`src/rtl/led_pkg.sv`:
```
// Shared LED-mode definitions: button FSM states, blink period width and the
// mode-to-half-period table used by both the button controller and the blinker.
package led_pkg;

  localparam int PERIOD_W = 25;

  typedef enum logic [1:0] {
    ST_IDLE        = 2'd0,
    ST_DEB_PRESS   = 2'd1,
    ST_HELD        = 2'd2,
    ST_DEB_RELEASE = 2'd3
  } btn_state_e;

  // Each mode halves the toggle interval of the previous one (1 Hz .. 8 Hz at 50 MHz).
  function automatic logic [PERIOD_W-1:0] mode_half_period(input logic [1:0] mode_i);
    logic [PERIOD_W-1:0] hp_s;
    case (mode_i)
      2'd0:    hp_s = 25'd25_000_000;
      2'd1:    hp_s = 25'd12_500_000;
      2'd2:    hp_s = 25'd6_250_000;
      2'd3:    hp_s = 25'd3_125_000;
      default: hp_s = 25'd25_000_000;
    endcase
    return hp_s;
  endfunction

endpackage

```
`src/rtl/btn_sync.sv`:
```
// Two-flop synchronizer for an asynchronous level input; both flops reset to
// RESET_VAL so the output is quiet while reset is held.
module btn_sync #(
  parameter logic RESET_VAL = 1'b1
) (
  input  logic clk,
  input  logic rst,
  input  logic d_i,
  output logic q_o
);

  logic s1_q;
  logic s2_q;

  // Metastability-settling shift register
  always_ff @(posedge clk or posedge rst) begin
    if (rst) begin
      s1_q <= RESET_VAL;
      s2_q <= RESET_VAL;
    end else begin
      s1_q <= d_i;
      s2_q <= s1_q;
    end
  end

  assign q_o = s2_q;

endmodule

```
`src/rtl/btn_mode_ctrl.sv`:
```
// Debounced push-button controller: short presses step the blink mode 0..3,
// a long press toggles the blinker enable once per press.
module btn_mode_ctrl
  import led_pkg::*;
#(
  parameter int DEBOUNCE_CYCLES   = 1_000_000,
  parameter int LONG_PRESS_CYCLES = 50_000_000
) (
  input  logic                clk,
  input  logic                rst,
  input  logic                btn_n,
  output logic [1:0]          mode,
  output logic [PERIOD_W-1:0] half_period,
  output logic                blink_en,
  output logic                press_pulse,
  output logic                long_pulse
);

  localparam int DW = (DEBOUNCE_CYCLES > 1) ? $clog2(DEBOUNCE_CYCLES) : 1;
  localparam int HW = (LONG_PRESS_CYCLES > 1) ? $clog2(LONG_PRESS_CYCLES) : 1;
  localparam logic [DW-1:0] DEB_LAST  = DW'(DEBOUNCE_CYCLES - 1);
  localparam logic [HW-1:0] HOLD_LAST = HW'(LONG_PRESS_CYCLES - 1);

  logic                sync_s;
  logic                btn_s;
  btn_state_e          state_q, state_d;
  logic [DW-1:0]       deb_q, deb_d;
  logic [HW-1:0]       hold_q, hold_d;
  logic                long_flag_q, long_flag_d;
  logic [1:0]          mode_q, mode_d;
  logic [PERIOD_W-1:0] half_period_q, half_period_d;
  logic                blink_en_q, blink_en_d;
  logic                press_pulse_q, press_pulse_d;
  logic                long_pulse_q, long_pulse_d;

  btn_sync #(.RESET_VAL(1'b1)) u_sync (
    .clk (clk),
    .rst (rst),
    .d_i (btn_n),
    .q_o (sync_s)
  );

  assign btn_s = ~sync_s;

  // State, counters and registered outputs
  always_ff @(posedge clk or posedge rst) begin
    if (rst) begin
      state_q       <= ST_IDLE;
      deb_q         <= '0;
      hold_q        <= '0;
      long_flag_q   <= 1'b0;
      mode_q        <= 2'd0;
      half_period_q <= 25'd25_000_000;
      blink_en_q    <= 1'b1;
      press_pulse_q <= 1'b0;
      long_pulse_q  <= 1'b0;
    end else begin
      state_q       <= state_d;
      deb_q         <= deb_d;
      hold_q        <= hold_d;
      long_flag_q   <= long_flag_d;
      mode_q        <= mode_d;
      half_period_q <= half_period_d;
      blink_en_q    <= blink_en_d;
      press_pulse_q <= press_pulse_d;
      long_pulse_q  <= long_pulse_d;
    end
  end

  // Next-state, counter and output logic
  always_comb begin
    state_d       = state_q;
    deb_d         = deb_q;
    hold_d        = hold_q;
    long_flag_d   = long_flag_q;
    mode_d        = mode_q;
    blink_en_d    = blink_en_q;
    press_pulse_d = 1'b0;
    long_pulse_d  = 1'b0;

    case (state_q)
      ST_IDLE: begin
        if (btn_s) begin
          state_d = ST_DEB_PRESS;
          deb_d   = '0;
        end else begin
          state_d = ST_IDLE;
        end
      end

      ST_DEB_PRESS: begin
        if (!btn_s) begin
          state_d = ST_IDLE;
        end else if (deb_q == DEB_LAST) begin
          state_d     = ST_HELD;
          hold_d      = '0;
          long_flag_d = 1'b0;
        end else begin
          deb_d = deb_q + DW'(1);
        end
      end

      ST_HELD: begin
        // long_flag keeps the long press one-shot even if release bounces back here
        if (hold_q == HOLD_LAST) begin
          if (!long_flag_q) begin
            long_pulse_d = 1'b1;
            blink_en_d   = ~blink_en_q;
            long_flag_d  = 1'b1;
          end else begin
            long_pulse_d = 1'b0;
          end
        end else begin
          hold_d = hold_q + HW'(1);
        end
        if (!btn_s) begin
          state_d = ST_DEB_RELEASE;
          deb_d   = '0;
        end else begin
          state_d = ST_HELD;
        end
      end

      ST_DEB_RELEASE: begin
        if (btn_s) begin
          state_d = ST_HELD;
          deb_d   = '0;
        end else if (deb_q == DEB_LAST) begin
          state_d = ST_IDLE;
          if (!long_flag_q) begin
            press_pulse_d = 1'b1;
            mode_d        = mode_q + 2'd1;
          end else begin
            press_pulse_d = 1'b0;
          end
        end else begin
          deb_d = deb_q + DW'(1);
        end
      end

      default: begin
        state_d = ST_IDLE;
      end
    endcase

    half_period_d = mode_half_period(mode_d);
  end

  assign mode        = mode_q;
  assign half_period = half_period_q;
  assign blink_en    = blink_en_q;
  assign press_pulse = press_pulse_q;
  assign long_pulse  = long_pulse_q;

endmodule

```
`config.mk`:
```
export PLATFORM = sky130hd
export DESIGN_NAME = btn_mode_ctrl
export DESIGN_NICKNAME = d
export VERILOG_FILES = /design/src/rtl/led_pkg.sv /design/src/rtl/btn_sync.sv /design/src/rtl/btn_mode_ctrl.sv
export SDC_FILE = /design/constraint.sdc
export NUM_CORES = 1
export LEC_CHECK = 0
export BUFFER_PORTS_ARGS = -buffer_cell sky130_fd_sc_hd__buf_2
export CORE_MARGIN = 10
export CORE_UTILIZATION = 45
export DETAILED_ROUTE_END_ITERATION = 10
export PLACE_DENSITY = 0.61
export REMOVE_ABC_BUFFERS = 1
export SYNTH_ARGS = -nofsm -noshare
export SYNTH_HDL_FRONTEND = slang
export SYNTH_SLANG_ARGS = --single-unit
```
`constraint.sdc`:
```
create_clock -name clk -period 4.38 [get_ports clk]
set_input_delay 0.438 -clock clk [delete_from_list [all_inputs] [get_ports clk]]
set_output_delay 0.438 -clock clk [all_outputs]
set_load 0.005 [all_outputs]
```
======== After elaboration in Yosys (flattened, before gate mapping) ========
Cells that the tools add are included.
operators by class
  add/subtract/negate cells ............... 3
  eq/ne operators ......................... 16
  reductions and logical operators ........ 8
  muxes and demuxes ....................... 32
  bitwise operators ....................... 2
operator list
  kind                     number
  $mux W20                 5
  $pmux W25 S4             1
  $pmux W20 S4             1
  $mux W26                 3
  $pmux W26 S2             1
  $add A26 B1 Y26 const B  1
  $eq A26 B26 Y1 const B   1
  $add A20 B1 Y20 const B  1
  $eq A20 B20 Y1 const B   1
  $mux W2                  8
  $mux W1                  11
  $ne A2 B2 Y1 const B     5
  $eq A2 B2 Y1 const B     4
  $pmux W2 S4              1
  $reduce_and A4 Y1        2
  $reduce_and A3 Y1        2
  $eq A2 B1 Y1 const B     2
  $logic_not A2 Y1         2
  $ne A3 B2 Y1 const B     1
  $ne A3 B3 Y1 const B     1
  $add A2 B1 Y2 const B    1
  $ne A2 B1 Y1 const B     1
  $not A1 Y1               2
  $pmux W1 S2              1
  2 further kinds          2
storage, ports and cells
  logic and storage cells ................. 72
  register bits ........................... 81
  output and inout bits ................... 30

======== Depth between registers and ports, before layout ========
  depth in word-level cells ............... 7
  depth in mapped cells ................... 8
  mapped depth without buffers ............ 6

======== Cells and area by module ========
A second synthesis with hierarchy kept.
unflattened totals
  cell total of the unflattened synthesis .. 376
  area, all modules ....................... 3,530.9 um2
by module, submodules not included
  module         cells an instance  times used  area an instance (um2)  sequential area each (um2)
  btn_mode_ctrl  373                1           3,474.6                 1,609.0
  btn_sync       3                  1           56.3                    52.6

======== Least setup slack after synthesis ========
No wires, ideal clock.
  path type ............................... flip-flop to flip-flop
  start ................................... register deb_q[11]
  end ..................................... register half_period_q[9] (netlist: half_period[9])
  library setup time ...................... 124 ps
  data required time ...................... 4,256 ps
  arrival time ............................ 2,049 ps
  slack ................................... 2,207 ps
  period minus slack after synthesis ...... 2,173 ps
  cell stages (with the launch flop) ...... 7
  cells stage by stage .................... dfrtp_1 -> or4_4 -> nor4_4 -> nand3_2 -> or4b_1 -> buf_2 -> xnor2_1
on the way
  cells in the longest elaborated chain, start to end .. 6
  elaborated cells on any way between the ends .. 9
RTL lines
  element                               RTL line              text
  start: declaration                    btn_mode_ctrl.sv:27   logic [DW-1:0] deb_q, deb_d;
  start signal: assignment              btn_mode_ctrl.sv:49   deb_q <= '0;
  start signal: assignment              btn_mode_ctrl.sv:59   deb_q <= deb_d;
  $eq A20 B20 Y1 (*)                    btn_mode_ctrl.sv:128  end else if (deb_q == DEB_LAST) begin
  $mux W2 (*)                           btn_mode_ctrl.sv:128
  $mux W2 (*)                           btn_mode_ctrl.sv:125  if (btn_s) begin
  $mux W2 (*)                           btn_mode_ctrl.sv:81   case (state_q)
  $eq A2 B2 Y1 (tied with other cells)  led_pkg.sv:17         case (mode_i)
  $pmux W25 S4 (*)                      led_pkg.sv:17
  named net half_period_d[9]            btn_mode_ctrl.sv:31   logic [PERIOD_W-1:0] half_period_q, half_period_d;
  end signal: assignment                btn_mode_ctrl.sv:63   half_period_q <= half_period_d;
  end: declaration                      btn_mode_ctrl.sv:31
Mark *: on every way through the listed nets, which the timed path passes. The rest lies on a longest branch. The select of a mux whose other input is x is not followed.
A chain may end at the register's enable or synchronous reset.

======== Worst setup path in the final report ========
  start ................................... register deb_q[10]
  end ..................................... register deb_q[9]
on the way
  cells in the longest elaborated chain, start to end .. 4
  elaborated cells on any way between the ends .. 5
RTL lines
  element                             RTL line
  $eq A20 B20 Y1 (*)                  btn_mode_ctrl.sv:94, btn_mode_ctrl.sv:128
  $mux W20 (*)                        --
  $mux W20, on equally long branches  --
  $pmux W20 S4 (*)                    --
Mark *: on every way between the ends. The rest lies on a longest branch, timed or not. The select of a mux whose other input is x is not followed.

==> metrics.txt <==
share of cells above drive strength 1 0.1914; largest net degree at the start of global routing 44; most frequent cell after synthesis dfrtp_1; Hold-fix buffers, CTS 0; CP max FO 9; worst vdd ir 0.1110 mV; Worst-path clk slew 0.08 ns; cts repair resizes 0; Distinct cells, synth 60; reg2reg end deb_q[9]$_DFFE_PP0P_; Clock Skew 0.01140 ns; setup total negative slack 0 ns; hold crit path type in2async; DP HPWL 4551 um; Synth top cells by count dfrtp_1 (58), nor2_1 (41), nand2_1 (24), nand3_1 (20), xnor2_1 (18); initial antenna violation count 0; gr ovfl total 0; post-CTS setup repair buffer count 0; die height 107.7 um; Crit. End Element flop; first-pass detailed-route iteration total 4; DR iter-0 viols 151; htree depth 3; RSZ-0062 raised after global routing false; Synth Area per Inst 9.863 um^2; num rows 31; startpoint types flop; Critical Path RT 4.67 ns; # DRC 0; CTS Sinks 66; Synth Warn # 0; Synth Instances 351; PD cells 320.6 nW/um^2; outcome finished clean; first-pass GRT wire length 11640 um; fin. max-slew vios 0; Total Power 0.001209 W; Crit Reg-Reg Startpoint deb_q[10]$_DFFE_PP0P_; f_max 0.4298 GHz; TritonCTS clock tree done; Synth-to-Final Area Change 8.891%; die area 11600 um^2; post-route clock period utilization 0.5313; Core Footprint 7370 um^2; Tmin final 2.327 ns; largest buffer count on any clock path 2; worst reg2reg setup slack 2.05 ns; post-synth top area cell dfrtp_1; Port-buffer cells 25; Async SR Flop Fraction 1.000; Post-layout nets 371; sequential area share after synthesis 0.4799; DR WL/cell 13.79 um; leakage 1.688 nW; Worst slew margin 0.5013; final hold viol count 0; R2R cell count 5; synthesis-stage register bit count 66; Vias/cell 5.355; ANT cells 0; Initial Util 0.4698; vias in the first global route 2445; Tot GR Track Use 0.1212; Fill cells 678; clock insertion delay at the later pin of the skew report 0.35 ns; io pins 33; Routed Antenna Nets 0; Root Buffer clkbuf_8; Slew @ Worst Pin 0.7465 ns; drt total wl 6483 um; Synth Cell Area 3462 um^2; CP Class reg2reg; final setup vio count 0; Horiz. Die Dim 107.7 um; EDFF count, synth 0; RD Place Congestion 0.8240; CP arrival 2.61 ns; Max Cap Violations 0; Synth Flop Type dfrtp_1; largest cells by area after synthesis dfrtp_1 (42%), dfstp_2 (6.1%), xnor2_1 (4.6%); routed via count 2517; CTS Buf Count 9; Synth top area share 0.4192
## worst max-delay path, stage by stage (launching register included)
cell      delay (ns)
dfrtp_1         0.45
or4b_4          0.58
nor4_4          0.50
a21oi_1         0.28
a311oi_1        0.33
a41o_1          0.12
## layout make-up
class / instances / area (um^2) / area share
sequential: 66 / 1662 / 0.4408
multi-input combinational: 252 / 1602 / 0.4248
timing repair buffer: 28 / 147.6 / 0.03916
clock buffer: 9 / 123.9 / 0.03286
tap: 99 / 123.9 / 0.03286
clock inverter: 7 / 77.57 / 0.02058
inverter: 9 / 33.78 / 0.008961
## registers in the layout, summed over array words and instances (netlist names), named ones only
name	flops
hold_q	26
deb_q	20
half_period	11
blink_en	1
long_flag_q	1
long_pulse	1
mode	1
press_pulse	1
state_q	1
u_sync.q_o	1
u_sync.s1_q	1
## cells by family after synthesis
group | after synthesis | share of synthesized area
simple gates | 170 | 0.2761
flops | 66 | 0.4799
buf+inv | 38 | 0.06288
compound gates | 36 | 0.07626
xor+xnor | 32 | 0.08095
mux | 5 | 0.01446
fa+ha+maj | 2 | 0.007227
other cells | 2 | 0.002169
## how the worst max path moves through the flow
| stage | from | to | cells past startpoint | slack [ns] |
|---|---|---|---|---|
| global route | deb_q[0]$_DFFE_PP0P_ | mode[1]$_DFF_PP0_ | 6 | 1.89 |
| finish | deb_q[10]$_DFFE_PP0P_ | deb_q[9]$_DFFE_PP0P_ | 5 | 2.05 |
| floorplan | deb_q[11]$_DFFE_PP0P_ | half_period[9]$_DFF_PP0_ | 5 | 2.20 |
| CTS | deb_q[0]$_DFFE_PP0P_ | half_period[9]$_DFF_PP0_ | 6 | 2.06 |
| detailed placement | deb_q[0]$_DFFE_PP0P_ | half_period[9]$_DFF_PP0_ | 6 | 2.06 |
| global placement | deb_q[11]$_DFFE_PP0P_ | half_period[9]$_DFF_PP0_ | 5 | 2.09 |
## through the flow
step	cell area [um^2]	util	std cells	hold WS (ns)	setup slack [ns]
2_1_floorplan	3297	-	327	0.3452	2.198
3_3_place_gp	3568	0.4842	454	0.3480	2.090
3_5_place_dp	3568	0.4842	454	0.3478	2.055
4_1_cts	3770	0.5115	470	0.1005	2.056
5_1_grt	3770	0.5115	470	0.1179	1.886
6_report	3770	0.5115	470	0.08989	2.053
## power breakdown
group / switching (W) / leakage (nW) / internal [W]
sequential: 0.0000145 / 0.889 / 0.000622
combinational: 0.0000308 / 0.699 / 0.0000194
clock: 0.000255 / 0.100 / 0.000267
total: 0.000300 / 1.69 / 0.000909
## cells in the final DEF, fill, tap and decap left out, types with 3 or more instances in the layout
cell,count
dfrtp_1,58
nor2_1,41
buf_2,25
nand2_1,24
nand3_1,20
xnor2_1,18
xor2_1,14
nand4_1,11
nor3_1,11
and3_1,10
clkbuf_8,9
inv_1,8
dfstp_2,8
conb_1,7
nand2b_1,6
nor4_1,6
a21oi_1,6
or2_2,5
or4_1,5
mux2i_1,5
a22o_1,4
o21ai_0,4
nor2b_1,3
nor3b_1,3
and4_2,3
nand3b_1,3
buf_4,3
## metal layers
metal	GRT usage	vias up	wire, um
li1	-	1247	-
met1	0.1624	1194	3131
met2	0.1726	67	2771
met3	0.04371	9	489
met4	0.04866	0	91
met5	0	-	0
Note: power is estimated with default switching activity, not from simulation.
